$ cat src/rtl/eth_fcs_tx.sv
// rtl/eth_fcs_tx.sv - GMII transmit framer: preamble/SFD, zero padding, CRC-32 FCS, inter-frame gap

// Byte-wise CRC-32 in MSB-first register form; data bits enter LSB first as on the wire.
module crc #(
  parameter logic [31:0] INIT = 32'hFFFF_FFFF
) (
  input  logic        clk,
  input  logic        clr_n,
  input  logic        en,
  input  logic [7:0]  d,
  output logic [31:0] crc_out
);
  localparam logic [31:0] POLY = 32'h04C1_1DB7;

  logic [31:0] crc_q, crc_d;

  always_comb begin
    crc_d = crc_q;
    if (en) begin
      for (int i = 0; i < 8; i++) begin
        if (crc_d[31] ^ d[i]) crc_d = {crc_d[30:0], 1'b0} ^ POLY;
        else                  crc_d = {crc_d[30:0], 1'b0};
      end
    end
  end

  always_ff @(posedge clk or negedge clr_n) begin
    if (!clr_n) crc_q <= INIT;
    else        crc_q <= crc_d;
  end

  assign crc_out = crc_q;
endmodule

module eth_fcs_tx #(
  parameter int MIN_LEN = 60,
  parameter int MAX_LEN = 1514,
  parameter int IFG     = 12
) (
  input  logic       clk,
  input  logic       rst_n,
  input  logic [7:0] s_data,
  input  logic       s_valid,
  input  logic       s_last,
  output logic       s_ready,
  output logic [7:0] tx_data,
  output logic       tx_en,
  output logic       tx_er,
  output logic       frame_done,
  output logic       frame_err
);
  typedef enum logic [2:0] {S_IDLE, S_PRE, S_DATA, S_PAD, S_FCS, S_GAP} state_t;

  state_t      state_q, state_d;
  logic [10:0] cnt_q, cnt_d, cnt_inc;
  logic [1:0]  fi_q, fi_d;
  logic [7:0]  sub_q, sub_d;
  logic        clr_n_q, clr_n_d;
  logic [7:0]  tx_data_q, tx_data_d;
  logic        tx_en_q, tx_en_d;
  logic        tx_er_q, tx_er_d;
  logic        frame_done_q, frame_done_d;
  logic        frame_err_q, frame_err_d;

  logic        crc_en;
  logic [7:0]  crc_din;
  logic [31:0] crc_val;
  logic [7:0]  fcs_raw;

  function automatic logic [7:0] bitrev8(input logic [7:0] b);
    logic [7:0] r;
    for (int i = 0; i < 8; i++) r[i] = b[7-i];
    return r;
  endfunction

  crc #(.INIT(32'hFFFF_FFFF)) u_crc (
    .clk    (clk),
    .clr_n  (rst_n & clr_n_q),
    .en     (crc_en),
    .d      (crc_din),
    .crc_out(crc_val)
  );

  assign cnt_inc = cnt_q + 11'd1;
  assign s_ready = (state_q == S_DATA);

  always_comb begin
    case (fi_q)
      2'd0:    fcs_raw = crc_val[31:24];
      2'd1:    fcs_raw = crc_val[23:16];
      2'd2:    fcs_raw = crc_val[15:8];
      default: fcs_raw = crc_val[7:0];
    endcase
  end

  always_comb begin
    state_d      = state_q;
    cnt_d        = cnt_q;
    fi_d         = fi_q;
    sub_d        = sub_q;
    clr_n_d      = 1'b1;
    tx_data_d    = 8'h00;
    tx_en_d      = 1'b0;
    tx_er_d      = 1'b0;
    frame_done_d = 1'b0;
    frame_err_d  = 1'b0;
    crc_en       = 1'b0;
    crc_din      = s_data;
    case (state_q)
      S_IDLE: begin
        cnt_d = '0;
        fi_d  = '0;
        sub_d = '0;
        if (s_valid && clr_n_q) begin
          state_d   = S_PRE;
          tx_data_d = 8'h55;
          tx_en_d   = 1'b1;
        end
      end
      S_PRE: begin
        tx_en_d = 1'b1;
        sub_d   = sub_q + 8'd1;
        if (sub_q == 8'd6) begin
          tx_data_d = 8'hD5;
          sub_d     = '0;
          state_d   = S_DATA;
        end else begin
          tx_data_d = 8'h55;
        end
      end
      S_DATA: begin
        tx_en_d = 1'b1;
        // Underrun and overlength share one abort path: error byte, then straight to the gap.
        if (!s_valid || cnt_q == 11'(MAX_LEN)) begin
          tx_er_d     = 1'b1;
          frame_err_d = 1'b1;
          sub_d       = '0;
          state_d     = S_GAP;
        end else begin
          tx_data_d = s_data;
          crc_en    = 1'b1;
          cnt_d     = cnt_inc;
          if (s_last) state_d = (cnt_inc < 11'(MIN_LEN)) ? S_PAD : S_FCS;
        end
      end
      S_PAD: begin
        tx_en_d = 1'b1;
        crc_en  = 1'b1;
        crc_din = 8'h00;
        cnt_d   = cnt_inc;
        if (cnt_inc == 11'(MIN_LEN)) state_d = S_FCS;
      end
      S_FCS: begin
        tx_en_d   = 1'b1;
        tx_data_d = ~bitrev8(fcs_raw);
        fi_d      = fi_q + 2'd1;
        if (fi_q == 2'd3) begin
          frame_done_d = 1'b1;
          sub_d        = '0;
          state_d      = S_GAP;
        end
      end
      S_GAP: begin
        sub_d = sub_q + 8'd1;
        if (sub_q == 8'(IFG - 1)) begin
          clr_n_d = 1'b0;
          state_d = S_IDLE;
        end
      end
      default: state_d = S_IDLE;
    endcase
  end

  // clr_n_q resets low so the engine also sees one clear cycle after reset release.
  always_ff @(posedge clk or negedge rst_n) begin
    if (!rst_n) begin
      state_q      <= S_IDLE;
      cnt_q        <= '0;
      fi_q         <= '0;
      sub_q        <= '0;
      clr_n_q      <= 1'b0;
      tx_data_q    <= 8'h00;
      tx_en_q      <= 1'b0;
      tx_er_q      <= 1'b0;
      frame_done_q <= 1'b0;
      frame_err_q  <= 1'b0;
    end else begin
      state_q      <= state_d;
      cnt_q        <= cnt_d;
      fi_q         <= fi_d;
      sub_q        <= sub_d;
      clr_n_q      <= clr_n_d;
      tx_data_q    <= tx_data_d;
      tx_en_q      <= tx_en_d;
      tx_er_q      <= tx_er_d;
      frame_done_q <= frame_done_d;
      frame_err_q  <= frame_err_d;
    end
  end

  assign tx_data    = tx_data_q;
  assign tx_en      = tx_en_q;
  assign tx_er      = tx_er_q;
  assign frame_done = frame_done_q;
  assign frame_err  = frame_err_q;
endmodule

$ cat config.mk
export PLATFORM = sky130hd
export DESIGN_NAME = eth_fcs_tx
export DESIGN_NICKNAME = d
export VERILOG_FILES = /design/src/rtl/eth_fcs_tx.sv
export SDC_FILE = /design/constraint.sdc
export NUM_CORES = 1
export LEC_CHECK = 0
export BUFFER_PORTS_ARGS = -buffer_cell sky130_fd_sc_hd__buf_4
export CAP_MARGIN = 5
export CORE_ASPECT_RATIO = 0.8
export CORE_MARGIN = 2
export CORE_UTILIZATION = 65
export CTS_BUF_LIST = sky130_fd_sc_hd__clkbuf_4 sky130_fd_sc_hd__clkbuf_8
export DETAILED_ROUTE_END_ITERATION = 10
export GPL_ROUTABILITY_DRIVEN = 0
export HOLD_SLACK_MARGIN = 0.05
export PLACE_DENSITY = 0.84
export SETUP_SLACK_MARGIN = 0.05
export SLEW_MARGIN = 20
export SYNTH_ARGS = -nofsm -noshare
export SYNTH_HDL_FRONTEND = slang
export SYNTH_SLANG_ARGS = --single-unit
$ cat constraint.sdc
create_clock -name clk -period 2.5 [get_ports clk]
set_input_delay 0.5 -clock clk [delete_from_list [all_inputs] [get_ports clk]]
set_output_delay 0.5 -clock clk [all_outputs]
set_load 0.005 [all_outputs]
==> impl_metrics.yaml, run 1 <==
timing:
  worstMarginPinSlew_ps: 524.0
  setup_tns_ps: 0
  slew_headroom: 0.6459
  finalMaxSlewViolations: 0
  fmax_ghz: 0.4632
  rsz0062_at_grt: "no"
  setup-violations-final: 0
  min_period_ps: 2159
  min_period_over_period: 0.8635
  worst_clock_skew_ps: 10.24
  final-hold-violation-count: 0
floorplan:
  rows: 26
  chipHeight_microns: 77.41
  start_util: 0.6797
  dieArea_sq_mm: 0.007412
  io-pin-count: 25
  die_x_microns: 95.76
  core_sq_mm: 0.006441
worst_setup_path:
  critPathKind: "register to register"
  critPathMaxFanout: 20
  critPathArrivalTime_ps: 2450
  startpoint_type: "register"
  required_ps: 2790
  cp-end-kind: "register"
pwr:
  combPwrFrac: 0.619
  cellInternalPower_mw: 4.930
  switching_share: 0.4299
  p_clk_frac: 0.131
  power_mw: 8.647
  powerDensity_mw_per_mm2: 1764
  p_leak_nw: 2.150
  seqPwrFrac: 0.250
  ir_drop_v: 0.0009342
  p_sw_mw: 3.717
synthesis:
  synth_seq_cells: 68
  yosys_warnings: 0
  synth_nets: 486
  synthFlopType: "dfrtp_1"
  ys_seq_area_frac: 0.3978
  synthCells: 466
  avgSynthCellArea_sq_um: 9.395
  synth-edff-count: 0
  async_flop_share: 1.000
  synth.distinct_cells: 53
  netlist_area_sq_mm: 0.004378
final_layout:
  fin_nets: 507
  layout-drive-gt1-share: 0.2195
  diodes: 0
  area_growth_pct: 11.97
  stdcell_count: 576
placement:
  numPortBuffers: 24
  dp_cells: 560
  dp_hpwl_microns: 7487
job:
  max_cap_violations: 0
route:
  wirelength_microns: 10490
  drc: 0
  routed.top_layer: "met4"
  wl_met1_microns: 4614
  antenna_left: 0
  firstDrtPassIters: 8
  num_vias: 3535
  via_per_inst: 6.137
  wl_met3_microns: 1049
  drt-initial-drc-count: 359
  routed-wl-met2_microns: 4618
  wire_per_inst_microns: 18.22
clock_tree:
  cts.sinks: 68
  cts_setup_buffers: 0
  cts_resized: 0
  cts_buffers: 9
  root_buffer: "clkbuf_8"
  cts_buffer_depth: 2
  cts_tree: "done"
  htreeDepth: 3
  hold_buffers: 0
  clk_transition_reported_paths_ps: 80
  clk_latency_ps: 360
hold_path:
  hp-class: "input pin to asynchronous set/reset pin"
global_routing:
  grt_pass1_wl_microns: 16910
  grt_antenna_before_repair: 0
  grt_pass1_vias: 3436
  gr-usage-all-layers: 0.3055
  grt_max_degree: 40
  grt_overflow: 0
run_status:
  status: "finished clean"
[flip-flops by register name, summed over array words and instances (netlist names)]
| register | flops |
|---|---|
| state_q | 3 |
| clr_n_q | 1 |
| frame_err | 1 |
| sub_q | 8 |
| u_crc.crc_out | 32 |
| tx_data | 8 |
| cnt_q | 11 |
| tx_en | 1 |
| frame_done | 1 |
| fi_q | 2 |
[area by class of cell]
cell class / count / area (sq um)
Fill cell: 419 / 1539
Sequential cell: 68 / 1742
Inverter: 8 / 30.03
Clock buffer: 9 / 123.9
Timing Repair Buffer: 41 / 307.8
Tap cell: 84 / 105.1
Multi-Input combinational cell: 359 / 2470
Clock inverter: 7 / 123.9
[synth_stat cells (all sizes together) (3+ instances only)]
cell / n / area, sq um
nand2: 68 / 260.3
o21ai: 62 / 310.3
xnor2: 40 / 406.7
xor2: 38 / 400.4
dfrtp: 36 / 900.9
dfstp: 32 / 840.8
nor2: 29 / 108.9
clkbuf: 22 / 82.58
a21oi: 19 / 95.09
a31oi: 9 / 56.30
buf: 9 / 56.30
nand3: 9 / 45.04
a222oi: 8 / 80.08
ha: 8 / 100.1
inv: 7 / 26.28
a22oi: 6 / 45.04
and3: 6 / 37.54
nor3: 6 / 30.03
nand2b: 5 / 31.28
xnor3: 5 / 112.6
and2: 3 / 18.77
mux2i: 3 / 30.03
o31ai: 3 / 22.52
o41ai: 3 / 26.28
or3: 3 / 18.77
[cells in the final DEF (no fill, tap or decap), drive strengths merged, types with 3 or more instances in the layout]
master / netlist / final
a21oi: 19 / 19
a222oi: 8 / 8
a22oi: 6 / 6
a31oi: 9 / 9
and2: 3 / 3
and3: 6 / 6
buf: 9 / 41
bufinv: 0 / 3
clkbuf: 22 / 9
clkinv: 1 / 3
dfrtp: 36 / 36
dfstp: 32 / 32
ha: 8 / 8
inv: 7 / 8
mux2i: 3 / 3
nand2: 68 / 68
nand2b: 5 / 5
nand3: 9 / 9
nor2: 29 / 29
nor3: 6 / 6
o21ai: 62 / 62
o31ai: 3 / 3
o41ai: 3 / 3
or3: 3 / 3
xnor2: 40 / 40
xnor3: 5 / 5
xor2: 38 / 38
[layer usage]
| layer | vias to the layer above | track usage |
|---|---|---|
| met5 | - | 0 |
| met4 | 0 | 0.1071 |
| met3 | 27 | 0.1136 |
| met2 | 166 | 0.4371 |
| met1 | 1694 | 0.4269 |
| li1 | 1648 | - |
[through the flow]
stage	setup slack, ps	hold slack, ps	instance area [sq um]	util
final	341.3	218.4	4902	0.7611
after global routing	156.1	261.6	4902	0.7611
after CTS	353.5	225.8	4902	0.7611
after detailed placement	370.1	470.2	4654	0.7226
after global placement	393.8	463.5	4654	0.7226
after floorplan	400.5	204.4	4378	-
[power groups by stage]
stage | Clock [mW] | Sequential, mW | Combinational, mW
floorplan | 0 | 2.00 | 4.15
global placement | 0 | 2.14 | 5.07
detailed placement | 0 | 2.17 | 5.24
CTS | 1.15 | 2.15 | 5.30
global route | 1.19 | 2.21 | 5.81
finish | 1.13 | 2.16 | 5.35
[worst paths after layout]
check / start / to / slack, ps / depth (start not counted)
worst max-delay path: state_q[0] / u_crc.crc_out[12] / 340 / 6
worst min-delay path: rst_n / fi_q[1] / 220 / 2
worst max register to register: state_q[0] / u_crc.crc_out[12] / 340 / 6
worst min register to register: u_crc.crc_out[0] / u_crc.crc_out[0] / 480 / 2
max in group asynchronous: clr_n_q / u_crc.crc_out[6] / 1710 / 2
min in group clk: s_data[6] / tx_data[6] / 410 / 3
[logic make-up after synthesis]
| logic type | after synthesis | share of synthesized area |
|---|---|---|
| AND/OR/NAND/NOR | 142 | 0.1526 |
| AO/OA/AOI/OAI | 121 | 0.1661 |
| XOR/XNOR | 83 | 0.2101 |
| flip-flops | 68 | 0.3978 |
| buffers and inverters | 39 | 0.03858 |
| adder cells (fa/ha/maj) | 8 | 0.02286 |
| multiplexers | 5 | 0.01200 |
[critical path, cell delays in order (launching register included)]
cell and delay (ps):
dfrtp_1 420, nand3b_4 250, nand2_1 150, xnor2_2 420, xnor2_2 220, xnor3_1 350
mux2_2 270
Note: power is estimated with default switching activity, not from simulation.
==> inputs of run 2 (changes only) <==
- PLACE_DENSITY: 0.84 -> 0.91
==> impl_metrics.yaml, run 2 (synthesis gave the netlist of run 1 again) <==
clock_tree:
  htreeDepth: 3
  cts.sinks: 68
  cts_buffers: 9
  cts_tree: "done"
  clk_transition_reported_paths_ps: 70
  cts_setup_buffers: 0
  cts_buffer_depth: 2
  clk_latency_ps: 360
  root_buffer: "clkbuf_8"
route:
  num_vias: 3722
  drt-initial-drc-count: 531
  via_per_inst: 6.484
  antenna_left: 0
  drc: 0
  wirelength_microns: 10910
  wire_per_inst_microns: 19.00
  firstDrtPassIters: 7
floorplan:
  dieArea_sq_mm: 0.007412
  rows: 26
  die_x_microns: 95.76
  io-pin-count: 25
  chipHeight_microns: 77.41
  core_sq_mm: 0.006441
  start_util: 0.6797
global_routing:
  gr-usage-all-layers: 0.3184
  grt_max_degree: 37
  grt_pass1_wl_microns: 17960
  grt_overflow: 0
  grt_antenna_before_repair: 0
  grt_pass1_vias: 3583
pwr:
  combPwrFrac: 0.636
  p_sw_mw: 3.808
  p_leak_nw: 2.118
  power_mw: 8.497
  cellInternalPower_mw: 4.690
  switching_share: 0.4481
  ir_drop_v: 0.0008253
  p_clk_frac: 0.109
  powerDensity_mw_per_mm2: 1753
  seqPwrFrac: 0.255
worst_setup_path:
  critPathArrivalTime_ps: 2480
  max_stage_delay_ps: 440
  cp_common_cell: "o21ai_0"
  critPathKind: "register to register"
  cp-end-kind: "register"
  crit_buf_inv: 1
  critPathMaxFanout: 10
  required_ps: 2720
  critical-path-slowest-cell: "a211o_1"
  startpoint_type: "register"
  cp_cell_sequence: "inv_1, ha_1, and3b_1, a31oi_1, nor2_1, a211o_1, o21ai_0, o21ai_0"
  crit_family: "compound AO/OA/AOI/OAI gates"
final_layout:
  diodes: 0
  final_common_cell: "nand2_1"
  largest_reg_flops: 32
  layout-drive-gt1-share: 0.2184
  fin_nets: 505
  area_growth_pct: 10.72
  mostFrequentLayoutCells: "nand2_1 (66), o21ai_0 (46), buf_4 (39)"
  num-fill-cells: 422
timing:
  rsz0062_at_grt: "no"
  setup-violations-final: 0
  min_period_over_period: 0.9057
  worst_clock_skew_ps: 13.77
  fin_ws_ps: 235.8
  finalMaxSlewViolations: 0
  fmax_ghz: 0.4417
  min_period_ps: 2264
  worstMarginPinSlew_ps: 549.3
  final-hold-violation-count: 0
  slew_headroom: 0.6329
  setup_tns_ps: 0
hold_path:
  hp-class: "input pin to asynchronous set/reset pin"
placement:
  dp_hpwl_microns: 7948
  post-place-ws_ps: 161.9
  numPortBuffers: 24
job:
  max_cap_violations: 0
run_status:
  status: "finished clean"
-- run 2: changes by cell type in the layout (fill, tap and decap cells not counted) --
cell	previous run	this run
clkbuf_8	9	10
bufinv_16	3	1
inv_6	1	0
nor4bb_1	1	0
buf_4	41	39
nor4bb_2	0	1
clkinv_4	2	1
clkinvlp_4	1	2
clkinv_2	0	2
-- run 2: power by group through the flow --
stage,registers (mW),logic [mW],clock network (mW)
detailed placement,2.17,5.25,0
finish,2.17,5.40,0.928
CTS,2.15,5.30,0.937
global placement,2.13,5.01,0
floorplan,2.00,4.15,0
global route,2.21,5.82,0.986
-- run 2: final timing paths --
path                                          end        startpoint  depth (start not counted)  slack (ps)
worst max-delay path                     cnt_q[9]          cnt_q[0]                          8         240
worst min-delay path                     cnt_q[5]             rst_n                          2         220
worst max register to register           cnt_q[9]          cnt_q[0]                          8         240
worst min register to register   u_crc.crc_out[0]  u_crc.crc_out[0]                          2         480
max in group asynchronous       u_crc.crc_out[26]           clr_n_q                          2        1700
min in group clk                       tx_data[2]         s_data[2]                          3         420
-- run 2: through the flow --
step / util / hold slack [ps] / area (sq um) / std cells
floorplan: - / 204.4 / 4378 / 466
global placement: 0.7203 / 459.5 / 4639 / 558
detailed placement: 0.7203 / 468.3 / 4639 / 558
CTS: 0.7516 / 222.2 / 4841 / 574
global route: 0.7525 / 253.7 / 4847 / 574
finish: 0.7525 / 221.1 / 4847 / 574
-- run 2: per-layer routing --
layer  global-route usage  routed length, microns  part of all wire  up-vias
li1                     -                       -                 -     1650
met1               0.4382                    4488              0.41     1800
met2               0.4944                    5132              0.47      227
met3              0.06408                     983             0.090       45
met4               0.1271                     301             0.028        0
met5                    0                       0                 0        -
-- run 2: repair_timing --
item | CTS | global route
resized for setup | 0 | 1
endpoints found under the hold margin | 0 | 0
setup endpoints to repair | 0 | 15
hold buffers | 0 | 0
-- run 2: layout make-up --
cell class | instances | area, sq um | area share
multi-input cells | 359 | 2476 | 0.5108
flip-flops and latches | 68 | 1742 | 0.3593
repair buffers | 39 | 292.8 | 0.06040
clock buffers | 10 | 137.6 | 0.02839
well taps | 84 | 105.1 | 0.02168
clock inverters | 6 | 63.81 | 0.01316
inverters | 8 | 30.03 | 0.006195
-- run 2: worst reg2reg max path, delay by kind of cell, from the launching register on --
kind | cells | cell delay (ps)
flops | 1 | 400
buf+inv | 1 | 90
simple gates | 2 | 330
compound gates | 4 | 1100
fa+ha+maj | 1 | 220
